### src/rtl/rr_interval_tracker.sv
// RR-interval averaging/threshold engine: two circular histories with O(1) running sums,
// thresholds from a serial shift-add multiplier, one update per COEF_W+3 cycles.
module rr_interval_tracker #(
    parameter int DATA_WIDTH = 16,
    parameter int DEPTH_LOG2 = 3,
    parameter int INIT_RR    = 200,
    parameter int COEF_W     = 10,
    parameter int COEF_LOW   = 236,
    parameter int COEF_HIGH  = 297,
    parameter int COEF_MISS  = 425,
    parameter int IRR_LIMIT  = 4
) (
    input  logic                  clk,
    input  logic                  rstn,
    input  logic                  en,
    input  logic                  clear,
    input  logic                  rr_valid,
    output logic                  rr_ready,
    input  logic [DATA_WIDTH-1:0] rr_interval,
    output logic [DATA_WIDTH-1:0] rravg1,
    output logic [DATA_WIDTH-1:0] rravg2,
    output logic [DATA_WIDTH-1:0] rrlow,
    output logic [DATA_WIDTH-1:0] rrhigh,
    output logic [DATA_WIDTH-1:0] rrmiss,
    output logic                  irregular,
    output logic                  upd_valid
);

    localparam int DEPTH  = 1 << DEPTH_LOG2;
    localparam int SUM_W  = DATA_WIDTH + DEPTH_LOG2;
    localparam int PROD_W = DATA_WIDTH + COEF_W;
    localparam int CNT_W  = (COEF_W > 1) ? $clog2(COEF_W) : 1;
    localparam int IRR_W  = $clog2(IRR_LIMIT + 1);
    localparam int MAXV   = (1 << DATA_WIDTH) - 1;

    localparam int RST_LOW_I  = (INIT_RR * COEF_LOW  + 128) / 256;
    localparam int RST_HIGH_I = (INIT_RR * COEF_HIGH + 128) / 256;
    localparam int RST_MISS_I = (INIT_RR * COEF_MISS + 128) / 256;

    localparam logic [DATA_WIDTH-1:0] INIT_V   = DATA_WIDTH'(INIT_RR);
    localparam logic [SUM_W-1:0]      INIT_SUM = SUM_W'(INIT_RR * DEPTH);
    localparam logic [DATA_WIDTH-1:0] RST_LOW  = DATA_WIDTH'((RST_LOW_I  > MAXV) ? MAXV : RST_LOW_I);
    localparam logic [DATA_WIDTH-1:0] RST_HIGH = DATA_WIDTH'((RST_HIGH_I > MAXV) ? MAXV : RST_HIGH_I);
    localparam logic [DATA_WIDTH-1:0] RST_MISS = DATA_WIDTH'((RST_MISS_I > MAXV) ? MAXV : RST_MISS_I);

    localparam logic [COEF_W-1:0] CL = COEF_W'(COEF_LOW);
    localparam logic [COEF_W-1:0] CH = COEF_W'(COEF_HIGH);
    localparam logic [COEF_W-1:0] CM = COEF_W'(COEF_MISS);

    typedef enum logic [1:0] {IDLE, ACCUM, MUL, DONE} state_t;

    state_t state, state_nxt;

    logic [DATA_WIDTH-1:0] buf1 [DEPTH];
    logic [DATA_WIDTH-1:0] buf2 [DEPTH];
    logic [SUM_W-1:0]      sum1, sum2;
    logic [DEPTH_LOG2-1:0] wp1, wp2;
    logic [IRR_W-1:0]      irr_run;
    logic [CNT_W-1:0]      cnt;
    logic [DATA_WIDTH-1:0] x_q;
    logic                  in_range_q;
    logic [PROD_W-1:0]     prod_low, prod_high, prod_miss;
    logic                  upd_q;

    logic [DATA_WIDTH-1:0] avg1, avg2, miss_src;
    logic                  resync;

    assign avg1     = sum1[SUM_W-1:DEPTH_LOG2];
    assign avg2     = sum2[SUM_W-1:DEPTH_LOG2];
    assign miss_src = in_range_q ? avg2 : avg1;
    assign resync   = (irr_run == IRR_W'(IRR_LIMIT));

    assign rr_ready  = en && (state == IDLE);
    assign upd_valid = upd_q && en;

    // Q8 product back to integer with round-half-up, clamped to the output width.
    function automatic logic [DATA_WIDTH-1:0] rnd(input logic [PROD_W-1:0] p);
        logic [PROD_W:0] t;
        t = ({1'b0, p} + (PROD_W+1)'(128)) >> 8;
        if (|t[PROD_W:DATA_WIDTH])
            rnd = {DATA_WIDTH{1'b1}};
        else
            rnd = t[DATA_WIDTH-1:0];
    endfunction

    always_ff @(posedge clk or negedge rstn) begin
        if (!rstn)
            state <= IDLE;
        else if (clear)
            state <= IDLE;
        else if (en)
            state <= state_nxt;
    end

    always_comb begin
        state_nxt = state;
        case (state)
            IDLE:    if (rr_valid) state_nxt = ACCUM;
            ACCUM:   state_nxt = MUL;
            MUL:     if (cnt == CNT_W'(COEF_W - 1)) state_nxt = DONE;
            DONE:    state_nxt = IDLE;
            default: state_nxt = IDLE;
        endcase
    end

    always_ff @(posedge clk or negedge rstn) begin
        if (!rstn) begin
            for (int i = 0; i < DEPTH; i++) begin
                buf1[i] <= INIT_V;
                buf2[i] <= INIT_V;
            end
            sum1 <= INIT_SUM;   sum2 <= INIT_SUM;
            wp1 <= '0;          wp2 <= '0;
            irr_run <= '0;      cnt <= '0;
            x_q <= '0;          in_range_q <= 1'b0;
            prod_low <= '0;     prod_high <= '0;    prod_miss <= '0;
            rravg1 <= INIT_V;   rravg2 <= INIT_V;
            rrlow <= RST_LOW;   rrhigh <= RST_HIGH; rrmiss <= RST_MISS;
            irregular <= 1'b0;  upd_q <= 1'b0;
        end else if (clear) begin
            for (int i = 0; i < DEPTH; i++) begin
                buf1[i] <= INIT_V;
                buf2[i] <= INIT_V;
            end
            sum1 <= INIT_SUM;   sum2 <= INIT_SUM;
            wp1 <= '0;          wp2 <= '0;
            irr_run <= '0;      cnt <= '0;
            x_q <= '0;          in_range_q <= 1'b0;
            prod_low <= '0;     prod_high <= '0;    prod_miss <= '0;
            rravg1 <= INIT_V;   rravg2 <= INIT_V;
            rrlow <= RST_LOW;   rrhigh <= RST_HIGH; rrmiss <= RST_MISS;
            irregular <= 1'b0;  upd_q <= 1'b0;
        end else begin
            upd_q <= en && (state == DONE);
            if (en) begin
                case (state)
                    IDLE: begin
                        if (rr_valid) begin
                            x_q        <= rr_interval;
                            in_range_q <= (rr_interval >= rrlow) && (rr_interval <= rrhigh);
                        end
                    end
                    ACCUM: begin
                        buf1[wp1] <= x_q;
                        sum1      <= sum1 + SUM_W'(x_q) - SUM_W'(buf1[wp1]);
                        wp1       <= wp1 + 1'b1;
                        if (in_range_q) begin
                            buf2[wp2] <= x_q;
                            sum2      <= sum2 + SUM_W'(x_q) - SUM_W'(buf2[wp2]);
                            wp2       <= wp2 + 1'b1;
                            irr_run   <= '0;
                        end else if (!resync) begin
                            irr_run <= irr_run + 1'b1;
                        end
                        prod_low  <= '0;
                        prod_high <= '0;
                        prod_miss <= '0;
                        cnt       <= '0;
                    end
                    MUL: begin
                        // One coefficient bit per cycle, LSB first; sums are stable here.
                        if (CL[cnt]) prod_low  <= prod_low  + (PROD_W'(avg1)     << cnt);
                        if (CH[cnt]) prod_high <= prod_high + (PROD_W'(avg1)     << cnt);
                        if (CM[cnt]) prod_miss <= prod_miss + (PROD_W'(miss_src) << cnt);
                        cnt <= cnt + 1'b1;
                    end
                    DONE: begin
                        rravg1    <= avg1;
                        rravg2    <= resync ? avg1 : avg2;
                        rrmiss    <= rnd(prod_miss);
                        irregular <= !in_range_q;
                        if (in_range_q || resync) begin
                            rrlow  <= rnd(prod_low);
                            rrhigh <= rnd(prod_high);
                        end
                        // Sustained irregular rhythm: the regular history is rebuilt from all beats.
                        if (resync) begin
                            buf2    <= buf1;
                            sum2    <= sum1;
                            wp2     <= wp1;
                            irr_run <= '0;
                        end
                    end
                    default: ;
                endcase
            end
        end
    end

endmodule

### config.mk
export PLATFORM = sky130hd
export DESIGN_NAME = rr_interval_tracker
export DESIGN_NICKNAME = d
export VERILOG_FILES = /design/src/rtl/rr_interval_tracker.sv
export SDC_FILE = /design/constraint.sdc
export NUM_CORES = 1
export LEC_CHECK = 0
export ABC_AREA = 1
export BUFFER_PORTS_ARGS = -buffer_cell sky130_fd_sc_hd__buf_4
export CAP_MARGIN = 5
export CORE_MARGIN = 2
export CORE_UTILIZATION = 60
export DETAILED_ROUTE_END_ITERATION = 6
export PLACE_DENSITY = 0.77
export SKIP_CTS_REPAIR_TIMING = 1
export SLEW_MARGIN = 10
export SYNTH_ARGS = -nofsm -noshare
export SYNTH_HDL_FRONTEND = slang
export SYNTH_SLANG_ARGS = --single-unit
### constraint.sdc
create_clock -name clk -period 5.4 [get_ports clk]
set_clock_uncertainty 0.05 [all_clocks]
set_input_delay 0.27 -clock clk [delete_from_list [all_inputs] [get_ports clk]]
set_output_delay 0.27 -clock clk [all_outputs]
set_load 0.01 [all_outputs]
==> flow_summary.ini <==
[logic_synthesis]
ys_ff_latch = 486
synth-async-reset-ratio = 1.000
synth-edff-count = 0
synth_top_family_by_area = simple AND/OR/NAND/NOR gates
synthSimpleGateAreaFrac = 0.2219
yosys.area.top_type = dfrtp_1
yosys_warnings = 0
synth.area.top_cells = dfrtp_1 32%, nand2_1 12%, inv_1 7.0%
synth_mux_area_frac = 0.002468
synthCells = 4413
syn_avg_cell_area_sq_um = 7.352
synthFlopType = dfrtp_1
synth_compound_area_frac = 0.2064
yosys.area.top_type_share = 0.3193
synth_cell_types = 52
synthXorXnorAreaFrac = 0.01404
synth_area_sq_mm = 0.03244
synth.net_count = 4628
yosysMostFrequentCell = nand2_1
ys_seq_area_frac = 0.3776
synth_commonest_cells = 1066 x nand2_1, 603 x inv_1, 414 x dfrtp_1
yosys.area_share.adder = 0.08292

[grt]
grt_max_degree = 160
grt_usage = 0.4161
grt_pass1_vias = 31051
grt_pass1_wl_mm = 179.8
antenna_found_initial = 1
grt_overflow_total = 0

[power]
pwr_density_cell_mw_per_mm2 = 413.2
p_int_mw = 8.360
p_switching_mw = 6.474
power_frac_comb = 0.426
p_sw_frac = 0.4364
p_clk_frac = 0.270
seq_power_share = 0.304
vdd_drop_max_mv = 0.3168
leakagePower_nw = 17.22

[floorplan]
core_region_area_sq_mm = 0.05360
start_util = 0.6053
die_h_um = 236.5
fp.dieW_um = 236.5
num_rows = 85
io_pins = 104
fp.dieArea_sq_mm = 0.05595

[clock_network]
cts_buffer_depth = 3
clk_pin_slew_worst_paths_ns = 0.07
cts_tree = done
cts.sinks = 486
insertion_delay_ns = 0.69
numCtsBuffers = 54
cts_max_level = 2
root_buffer = clkbuf_16

[outcome]
violations = design-rule violations, negative hold slack
status = finished with violations

[sta]
fmax_ghz = 0.2186
final.period_utilization = 0.8472
hold_slack_ns = -0.001147
drv_slew = 0
fin_tns_setup_ns = 0
finalHoldViolCount = 1
postLayoutSetupSlackWorst_ns = 0.8250
rsz0062_at_grt = no
finalSetupViolations = 0
worst_slew_pin_slew_ns = 1.091
slew_headroom = 0.2718
min_period_ns = 4.575

[place]
place_ws_ns = 1.132
gp_congestion = 1.041
dpl.hpwl_mm = 84.14
dpl_cell_area_sq_mm = 0.03381
port_buffers = 103

[route]
final_antenna_net_count = 0
route.detailed.drc = 11
drt_iter0_drc = 4281
via_per_inst = 6.235
wl_mm = 117.3
routedWlPerCell_um = 22.46
num_vias = 32561
drtPass1Iterations = 7

[critical_path]
crit_fanout = 15
crit_arrival_ns = 5.11
critPathLaunchType = flop
end_kind = flop
critPathKind = flop to flop
r2r_cells = 16
cp.required_ns = 5.93
ff2ff_setup_slack_ns = 0.83

[worst_hold_path]
holdCritPathClass = input pin to flop
whs_path_depth = 3

[cells_and_area]
fin_area_sq_mm = 0.03590
drive_gt1_frac = 0.08153
area_growth_pct = 10.67
num_antenna_cells = 0
num-nets-final = 4695

[job]
cap_violations = 0
## cell type report
cell class	instances	area, sq um
repair buffers	174	1384
fillers	4727	17700
inverters	623	2341
flip-flops and latches	486	12250
well taps	696	870.8
clock buffers	72	1540
clock inverters	30	375.4
multi-input cells	3141	17140
## metal layers
metal	up-vias	routed length [um]	track usage
met5	-	13	0
met4	2	8968	0.2735
met3	472	13010	0.09618
met2	1976	49750	0.6143
met1	15187	45530	0.5503
li1	14924	-	-
## cells in the final DEF (no fill, tap or decap), types with 24 or more instances in the layout
cell / instances
nand2_1: 1066
inv_1: 603
dfrtp_1: 414
o21ai_0: 412
nor2_1: 336
nand3_1: 250
o22ai_1: 234
a21oi_1: 213
ha_1: 158
buf_4: 153
a22oi_1: 130
dfstp_2: 72
clkbuf_16: 55
nor3_1: 38
a221oi_1: 36
xor2_1: 35
fa_1: 35
nand4_1: 30
o21bai_1: 24
## power groups by stage
stage               Sequential, mW  Clock [mW]  Combinational (mW)
floorplan                     4.41           0                4.26
global placement              4.54           0                6.04
detailed placement            4.54           0                6.09
CTS                           4.49        3.99                6.13
global route                  4.53        4.13                7.01
finish                        4.51        4.00                6.32
## path summary, 6_finish.rpt
| path | endpoint | start |
|---|---|---|
| worst max-delay path | sum2[10] | wp2[0] |
| worst min-delay path | cnt[3] | en |
| worst max register to register | sum2[10] | wp2[0] |
| worst min register to register | rrmiss[11] | rrmiss[11] |
| max in group asynchronous | sum2[17] | rstn |
| min in group asynchronous | rrhigh[0] | rstn |
## registers in the layout (all words and copies together), names as in the netlist
name and count:
buf1 128, buf2 128, prod_high 26, prod_low 26, prod_miss 26, sum1 19
sum2 19, rravg1 16, rravg2 16, rrhigh 16, rrlow 16, rrmiss 16
x_q 16, cnt 4, irr_run 3, wp1 3, wp2 3, state 2
in_range_q 1, irregular 1, upd_q 1
## per-stage QoR
step | hold WS (ns) | std cells | utilization | power, mW
CTS | -0.4263 | 5204 | 0.6665 | 14.60
floorplan | -0.07559 | 4413 | - | 8.671
global route | 0.04188 | 5222 | 0.6698 | 15.67
global placement | 0.2503 | 5102 | 0.6307 | 10.58
finish | -0.001147 | 5222 | 0.6698 | 14.83
detailed placement | 0.2520 | 5102 | 0.6307 | 10.63
## kinds of logic (layout without fill, tap and decap cells)
family                     count (synthesis)  after routing
and+or+nand+nor                         1763           1763
AOI/OAI and AO/OA                       1124           1124
buffers and inverters                    786            899
DFF                                      486            486
adders and majority gates                194            194
xor gates and xnor gates                  52             52
muxes                                      8              8
## critical path, cell delays in order, from the launching register on
cell and delay, ns:
dfrtp_1 0.45, inv_1 0.13, nand3_1 0.10, buf_4 0.24, inv_1 0.38, a221oi_1 0.52, nand4_1 0.51, fa_1 0.68
inv_1 0.04, ha_1 0.33, a21oi_1 0.23, o21ai_0 0.13, nand2_1 0.07, nand3_1 0.14, or2_2 0.31, nand3_1 0.06
a21boi_0 0.11
Power figures use the tool's default switching activity.
